<file path="src/rtl/btn_sched_pkg.sv">
`default_nettype none
// +----------------------------------------------------------------------+
// | btn_sched_pkg                                                        |
// | Shared types, requester-to-operation map and LD operation helper.    |
// | Revision: 1.0                                                        |
// +----------------------------------------------------------------------+
package btn_sched_pkg;

  localparam int N_REQ = 4;

  typedef enum logic [1:0] {
    OP_INC = 2'd0,
    OP_DEC = 2'd1,
    OP_ROL = 2'd2,
    OP_ROR = 2'd3
  } op_e;

  typedef enum logic [0:0] {
    IDLE = 1'b0,
    HOLD = 1'b1
  } state_e;

  localparam op_e REQ_OP [N_REQ] = '{OP_INC, OP_DEC, OP_ROL, OP_ROR};

  function automatic logic [7:0] apply_op(input op_e op, input logic [7:0] v);
    logic [7:0] r;
    r = v;
    case (op)
      OP_INC:  r = v + 8'd1;
      OP_DEC:  r = v - 8'd1;
      OP_ROL:  r = {v[6:0], v[7]};
      OP_ROR:  r = {v[0], v[7:1]};
      default: r = v;
    endcase
    return r;
  endfunction

endpackage
`default_nettype wire

</file>
<file path="src/rtl/rr_arbiter.sv">
`default_nettype none
// +----------------------------------------------------------------------+
// | rr_arbiter                                                           |
// | Combinational round-robin pick, searching upward from ptr+1.         |
// | Revision: 1.0                                                        |
// +----------------------------------------------------------------------+
module rr_arbiter
  import btn_sched_pkg::*;
(
  input  logic [N_REQ-1:0] req_i,
  input  logic [1:0]       ptr_i,
  output logic [N_REQ-1:0] gnt_o,
  output logic [1:0]       idx_o
);

  logic [1:0] w_cand;

  // Walk from the farthest offset down so the nearest requester after ptr wins.
  always_comb begin
    gnt_o  = '0;
    idx_o  = '0;
    w_cand = '0;
    for (int k = N_REQ; k >= 1; k--) begin
      w_cand = ptr_i + 2'(k);
      if (req_i[w_cand]) begin
        gnt_o         = '0;
        gnt_o[w_cand] = 1'b1;
        idx_o         = w_cand;
      end
    end
  end

endmodule
`default_nettype wire

</file>
<file path="src/rtl/btn_event_sched.sv">
`default_nettype none
// +----------------------------------------------------------------------+
// | btn_event_sched                                                      |
// | Round-robin scheduler sharing the LD register among four requesters. |
// | Revision: 1.0                                                        |
// +----------------------------------------------------------------------+
module btn_event_sched
  import btn_sched_pkg::*;
#(
  parameter int PEND_W      = 3,
  parameter int HOLD_CYCLES = 4
) (
  input  logic       GCLK,
  input  logic       BTNC,
  input  logic [3:0] req_tick,
  output logic [7:0] LD,
  output logic [3:0] grant,
  output logic       busy,
  output logic [3:0] pend_nz,
  output logic [3:0] ovf
);

  localparam logic [PEND_W-1:0] PEND_MAX  = '1;
  localparam logic [7:0]        HOLD_INIT = (HOLD_CYCLES > 0) ? 8'(HOLD_CYCLES - 1) : 8'd0;

  logic [PEND_W-1:0] pend_q [N_REQ];
  logic [N_REQ-1:0]  ovf_q;
  state_e            state_q, state_d;
  logic [7:0]        hold_q, hold_d;
  logic [7:0]        ld_q, ld_d;
  logic [N_REQ-1:0]  grant_q, grant_d;
  logic [1:0]        ptr_q, ptr_d;
  logic              busy_q;

  logic [N_REQ-1:0]  w_req;
  logic [N_REQ-1:0]  w_win_oh;
  logic [1:0]        w_win_idx;
  logic              w_fire;

  always_comb begin
    for (int i = 0; i < N_REQ; i++) begin
      w_req[i] = (pend_q[i] != '0);
    end
  end

  rr_arbiter u_arb (
    .req_i (w_req),
    .ptr_i (ptr_q),
    .gnt_o (w_win_oh),
    .idx_o (w_win_idx)
  );

  assign w_fire = (state_q == IDLE) && (|w_req);

  always_ff @(posedge GCLK or posedge BTNC) begin
    if (BTNC) begin
      state_q <= IDLE;
      hold_q  <= '0;
      ld_q    <= '0;
      grant_q <= '0;
      ptr_q   <= 2'd3;
      busy_q  <= 1'b0;
    end else begin
      state_q <= state_d;
      hold_q  <= hold_d;
      ld_q    <= ld_d;
      grant_q <= grant_d;
      ptr_q   <= ptr_d;
      busy_q  <= (state_q == HOLD);
    end
  end

  always_comb begin
    state_d = state_q;
    hold_d  = hold_q;
    case (state_q)
      IDLE: begin
        if (w_fire && (HOLD_CYCLES != 0)) begin
          state_d = HOLD;
          hold_d  = HOLD_INIT;
        end
      end
      HOLD: begin
        if (hold_q == 8'd0) state_d = IDLE;
        else                hold_d  = hold_q - 8'd1;
      end
      default: state_d = IDLE;
    endcase
  end

  always_comb begin
    grant_d = '0;
    ld_d    = ld_q;
    ptr_d   = ptr_q;
    if (w_fire) begin
      grant_d = w_win_oh;
      ld_d    = apply_op(REQ_OP[w_win_idx], ld_q);
      ptr_d   = w_win_idx;
    end
  end

  // A tick and a grant on the same edge cancel; a tick at saturation is lost.
  always_ff @(posedge GCLK or posedge BTNC) begin
    if (BTNC) begin
      for (int i = 0; i < N_REQ; i++) pend_q[i] <= '0;
      ovf_q <= '0;
    end else begin
      for (int i = 0; i < N_REQ; i++) begin
        if (req_tick[i] && !grant_d[i]) begin
          if (pend_q[i] == PEND_MAX) ovf_q[i]  <= 1'b1;
          else                       pend_q[i] <= pend_q[i] + 1'b1;
        end else if (!req_tick[i] && grant_d[i]) begin
          pend_q[i] <= pend_q[i] - 1'b1;
        end
      end
    end
  end

  assign LD      = ld_q;
  assign grant   = grant_q;
  assign busy    = busy_q;
  assign pend_nz = w_req;
  assign ovf     = ovf_q;

endmodule
`default_nettype wire

</file>
<file path="config.mk">
export PLATFORM = sky130hd
export DESIGN_NAME = btn_event_sched
export DESIGN_NICKNAME = d
export VERILOG_FILES = /design/src/rtl/btn_sched_pkg.sv /design/src/rtl/rr_arbiter.sv /design/src/rtl/btn_event_sched.sv
export SDC_FILE = /design/constraint.sdc
export NUM_CORES = 1
export LEC_CHECK = 0
export ABC_AREA = 0
export BUFFER_PORTS_ARGS = -buffer_cell sky130_fd_sc_hd__buf_4
export CAP_MARGIN = 10
export CORE_UTILIZATION = 30
export DETAILED_ROUTE_END_ITERATION = 7
export PLACE_DENSITY = 0.58
export RECOVER_POWER = 100
export SYNTH_ARGS = -nofsm -noshare
export SYNTH_HDL_FRONTEND = slang
export SYNTH_SLANG_ARGS = --single-unit
</file>
<file path="constraint.sdc">
create_clock -name GCLK -period 12 [get_ports GCLK]
set_clock_uncertainty 0.1 [all_clocks]
set_input_delay 3 -clock GCLK [delete_from_list [all_inputs] [get_ports GCLK]]
set_output_delay 3 -clock GCLK [all_outputs]
set_load 0.05 [all_outputs]
</file>
==> results of run 1 <==
cell usage in the layout (no fill, tap or decap), drive strengths merged, types with 4 or more instances in the layout:
master	instances
mux2	4
nor4	5
ha	9
o31ai	8
and2	4
inv	18
nor3	10
a211oi	6
clkbuf	26
a22oi	4
nand3	16
a21oi	20
and3	5
nand4	5
dfrtp	38
a21o	4
mux4	4
buf	8
nor2	32
o21bai	4
o211ai	7
o21ai	20
a221oi	5
nand2	36
fa	4
mux2i	9
where the power goes:
group,switching [mW],internal [mW],leakage [nW]
Clock,0.0542,0.0616,0.0541
Combinational,0.387,0.237,0.849
Sequential,0.110,0.196,0.464
sequential cells by signal, summed over array words and instances, names as in the netlist:
signal	count
grant	4
state_q	1
ptr_q	2
LD	8
hold_q	8
ovf	4
pend_q	12
busy	1
critical path, stage by stage (launching register included):
cell      delay, ns
dfstp_1        0.81
inv_1          0.32
ha_1           0.63
o31ai_1        0.14
o211ai_1       0.24
a21oi_2        0.16
o21a_1         0.30
nor2_1         0.61
nor2_1         0.13
xor2_1         0.17
ha_1           0.23
nor4_1         0.33
nor3b_1        0.30
nand2_1        0.09
mux2i_1        0.16
o211ai_1       0.10
o311a_1        0.14
per-stage QoR:
stage	total power [mW]	utilization, %	setup WS, ns	hold slack (ns)
global placement	0.9493	34.09	7.557	0.3510
floorplan	0.8141	-	7.445	0.3152
detailed placement	0.9591	34.09	7.509	0.3515
CTS	1.081	35.22	7.311	0.3787
finish	1.045	34.02	6.911	0.3765
global route	1.145	34.02	6.401	0.3942
logic make-up after synthesis:
family	Yosys count	share of synthesized area, %
AO/OA/AOI/OAI	108	24.90
XOR/XNOR	4	1.137
adder cells (fa/ha/maj)	13	6.255
buffers and inverters	42	5.646
flip-flops	40	32.58
multiplexers	17	7.636
AND/OR/NAND/NOR	131	21.85
cell type report:
class | count | share of cell area [%]
inverter | 19 | 2.125
tap | 133 | 4.959
multi-input combinational | 273 | 55.44
clock buffer | 5 | 2.051
sequential | 40 | 29.90
timing repair buffer | 29 | 4.251
clock inverter | 3 | 1.268
path summary, 6_finish.rpt:
check                         start         to
min                         state_q       busy
max in group asynchronous      BTNC  pend_q[2]
max reg2reg                ptr_q[0]      LD[6]
max                        ptr_q[0]      LD[6]
min reg2reg                 state_q       busy
min in group asynchronous      BTNC  pend_q[3]
layer usage:
metal  wire (um)  up-vias  share of wire [%]
li1            -     1343                  -
met2        3223       36                 44
met5           0        -                  0
met3         260       12                3.6
met1        3646     1303                 50
met4         125        0                1.7
==> impl_metrics.tcl, run 1 <==
set metrics [dict create \
    outcome "finished, violations left" \
    violations "capacitance limit, slew limit" \
    synth.most_common_cell "dfrtp_1" \
    fill_cells 1028 \
    n_antenna_cell 0 \
    cts-resized-gates 0 \
    drt_iter0_markers 203 \
    cp.required_ns 12.10 \
    setup_viol_count_final 0 \
    postSynthCellCount 355 \
    die_x_um 103.3 \
    vias_per_cell 5.367 \
    crit_fanout 14 \
    r2r_slack_ns 6.91 \
    grt_pass1_vias 2502 \
    die_area_um2 10680 \
    grt_pass1_wl_mm 12.34 \
    ys.flop_type "dfrtp_1" \
    slew_headroom_pct -50.87 \
    endpoint_kind "flip-flop" \
    met1_usage_pct 20.10 \
    drt-pass1-iter-count 4 \
    max_cap_viol_count 1 \
    period_share_pct 42.41 \
    avgRoutedWirePerCell_um 14.45 \
    dp_cells 494 \
    finalMaxSlewViolations 41 \
    worstPathArrival_ns 5.19 \
    grt_antenna_before_repair 0 \
    grt_overflow 0 \
    min_delay_path_depth 0 \
    final-seq-area_um2 1003 \
    post_cts_buffers 0 \
    hold_viol_final 0 \
    ctsLongestPathBuffers 2 \
    rsz0062_at_grt "false" \
    grt_use_met3_pct 3.427 \
    synth-seq-cells 40 \
    portBuffers 26 \
    multiInputGateArea_um2 1861 \
    vdd_drop_max_uv 93.90 \
    initial_core_util_pct 31.23 \
    power_density_nw_per_um2 311.5 \
    leakagePower_nw 1.366 \
    finalSetupTns_ns 0 \
    ys_async_sr_fraction_pct 100.0 \
    ys_top_cells_by_count "38 x dfrtp_1, 36 x nand2_1, 31 x nor2_1" \
    syn2layout_area_growth_pct 8.936 \
    cts_hold_buf 0 \
    insertion_delay_ns 0.31 \
    fin_area_um2 3356 \
    r2r.worst_path.cells 16 \
    core-area_um2 9864 \
    tightest_slew_ns 2.263 \
    place.detailed.hpwl_mm 4.972 \
    placed_area_um2 3363 \
    drc_errors 0 \
    synth_area_um2 3080 \
    cts_tree "built" \
    nets 387 \
    grt_max_degree 41 \
    grtUsageTotal_pct 14.81 \
    synth.distinct_cells 72 \
    clock_tree.root_cell "clkbuf_8" \
    io_pins 27 \
    synth_area_leader_cell "dfrtp_1" \
    drive_gt1_share_pct 9.485 \
    synth_edf_count 0 \
    routabilityCongestion 0.8432 \
    syn_area_per_cell_um2 8.677 \
    yosys_warnings 0 \
    synth.area.top_cells "dfrtp_1 31%, nand2_1 4.4%, nor2_1 3.8%" \
    die_h_um 103.3 \
    cts_sinks 40 \
    hold_class "reg2reg" \
    crit_type "reg2reg" \
    seq_area_frac_synth_pct 32.58 \
    row_count 36 \
    busiest_layer "met2" \
    path_clk_slew_ns 0.09 \
    synth_fp_nets 374 \
    startpoint_type "flip-flop" \
    ant_nets 0 \
    synth.top_cell.area_share_pct 30.87 \
    numCtsBuffers 5 \
    h-tree-depth 2 \
    instances_no_fill 502 \
    fmax_mhz 196.5 \
    vias 2694 \
    wl_mm 7.255 \
    use_met2_pct 23.33 \
    period_needed_ns 5.089 \
]
Note: power is estimated with default switching activity, not from simulation.
==> run 2: changes to the inputs <==
==> constraint.sdc (replaced) <==
create_clock -name GCLK -period 5.3 [get_ports GCLK]
set_clock_uncertainty 0.1 [all_clocks]
set_input_delay 1.325 -clock GCLK [delete_from_list [all_inputs] [get_ports GCLK]]
set_output_delay 1.325 -clock GCLK [all_outputs]
set_load 0.05 [all_outputs]
==> run 2 against run 1 <==
The flow still finishes with violations (capacitance limit, slew limit). Power increased by 130%. Via count increased by 2.8%. Clock power increased by 130%. Critical path type unchanged. Critical endpoint unchanged.
==> impl_metrics.tcl, run 2 (same netlist as run 1, synthesis figures left out) <==
set metrics [dict create \
    outcome "finished, violations left" \
    violations "capacitance limit, slew limit" \
    die_x_um 103.3 \
    slew_headroom_pct -49.78 \
    seq_power_share_pct 29.3 \
    cpPeakStageDelay_ns 0.70 \
    period_share_pct 89.00 \
    nets 387 \
    switchingPower_mw 1.250 \
    tightest_slew_ns 2.247 \
    drt-pass1-iter-count 5 \
    vdd_drop_max_uv 255.7 \
    cts_sinks 40 \
    cp_num_buf_inv 1 \
    endpoint_kind "flip-flop" \
    period_needed_ns 4.717 \
    die_area_um2 10680 \
    cts-resized-gates 0 \
    vias_per_cell 5.518 \
    avgRoutedWirePerCell_um 14.81 \
    setup_viol_count_final 0 \
    dp_cells 494 \
    largest_reg_flops 12 \
    place.detailed.hpwl_mm 5.170 \
    syn2layout_area_growth_pct 9.220 \
    internal_power_mw 1.124 \
    row_count 36 \
    power_mw 2.374 \
    drt_iter0_markers 171 \
    r2r-start "ptr_q[0]" \
    cts_hold_buf 0 \
    clock_tree.root_cell "clkbuf_8" \
    crit_type "reg2reg" \
    critPathSlowestCell "dfstp_2" \
    ant_nets 0 \
    hold_class "reg2reg" \
    startpoint_type "flip-flop" \
    combPwrFrac_pct 59.6 \
    cp.required_ns 5.39 \
    worstPathArrival_ns 4.80 \
    switching_share_pct 52.66 \
    path_cells "inv_1, ha_1, o31ai_1, o211ai_1, a21oi_1, o21a_1, nor2_2, nor2_1, xor2_1, ha_1, nor4_1, nor3b_1, nand2_1, mux2i_1, o211ai_1, o311a_1" \
    post_cts_buffers 0 \
    wl_mm 7.434 \
    crit_fanout 14 \
    final_common_cell "dfrtp_1" \
    n_antenna_cell 0 \
    cts_tree "built" \
    hold_viol_final 0 \
    grt_overflow 0 \
    fmax_mhz 212.0 \
    grt_pass1_wl_mm 13.05 \
    h-tree-depth 2 \
    fin_area_um2 3364 \
    core-area_um2 9864 \
    routabilityCongestion 0.8703 \
    die_h_um 103.3 \
    crit_family "simple AND/OR/NAND/NOR gates" \
    grt_pass1_vias 2640 \
    drive_gt1_share_pct 10.03 \
    critPathLaunch "ptr_q[0]" \
    rsz0062_at_grt "false" \
    initial_core_util_pct 31.23 \
    vias 2770 \
    leakagePower_nw 1.371 \
    grt_antenna_before_repair 0 \
    portBuffers 26 \
    placed_area_um2 3363 \
    grt_max_degree 41 \
    ctsLongestPathBuffers 2 \
    grtUsageTotal_pct 15.46 \
    drc_errors 0 \
    pwr-share-clk_pct 11.1 \
    finalMaxSlewViolations 41 \
    power_density_nw_per_um2 705.6 \
    hp-start "ovf[0]" \
    instances_no_fill 502 \
    layout_common_cells "38 x dfrtp_1, 36 x nand2_1, 31 x nor2_1, 20 x a21oi_1, 20 x clkbuf_1" \
    fill_cells 1033 \
    numCtsBuffers 5 \
    finalSetupTns_ns 0 \
    io_pins 27 \
    insertion_delay_ns 0.29 \
    regMostFlops "pend_q" \
    max_cap_viol_count 1 \
    path_clk_slew_ns 0.09 \
]
[run 2: cell count changes in the layout (fill, tap and decap cells not counted), sizes merged]
cell,delta
clkinv,+1
clkinvlp,-1
[run 2: final cells by class]
type	instances	area (um^2)	share of cell area (%)
clock buffers	5	68.82	2.045
clock inverters	3	47.55	1.413
inverters	19	71.32	2.120
multi-input cells	273	1864	55.41
flip-flops and latches	40	1003	29.83
well taps	133	166.4	4.946
repair buffers	29	142.6	4.239
[run 2: final timing paths]
kind                             end  slack (ns)  cells after the start
max                            LD[6]        0.58                     16
min                           ovf[0]        0.38                      1
max reg2reg                    LD[6]        0.58                     16
min reg2reg                   ovf[0]        0.38                      1
max in group asynchronous  pend_q[6]        2.08                      3
min in group asynchronous   grant[2]        1.75                      3
[run 2: metal layers]
layer | vias up | routed length, um | GRT usage (%) | part of all wire, %
li1 | 1348 | - | - | -
met1 | 1322 | 3399 | 20.84 | 46
met2 | 90 | 3483 | 25.28 | 47
met3 | 10 | 451 | 3.091 | 6.1
met4 | 0 | 100 | 4.225 | 1.3
met5 | - | 0 | 0 | 0
[run 2: power by group through the flow]
stage / Clock (mW) / Combinational [mW] / Sequential (mW)
floorplan: 0 / 1.11 / 0.729
finish: 0.262 / 1.41 / 0.697
CTS: 0.273 / 1.46 / 0.713
global route: 0.289 / 1.60 / 0.738
detailed placement: 0 / 1.46 / 0.718
global placement: 0 / 1.43 / 0.711
[run 2: stage by stage]
| stage | util, % | setup WS, ns | hold WS, ns |
|---|---|---|---|
| final | 34.11 | 0.5828 | 0.3772 |
| after global routing | 34.11 | 0.2294 | 0.4164 |
| after CTS | 35.27 | 0.8159 | 0.3903 |
| after detailed placement | 34.09 | 0.8418 | 0.3696 |
| after global placement | 34.09 | 1.021 | 0.3643 |
| after floorplan | - | 1.309 | 0.3152 |
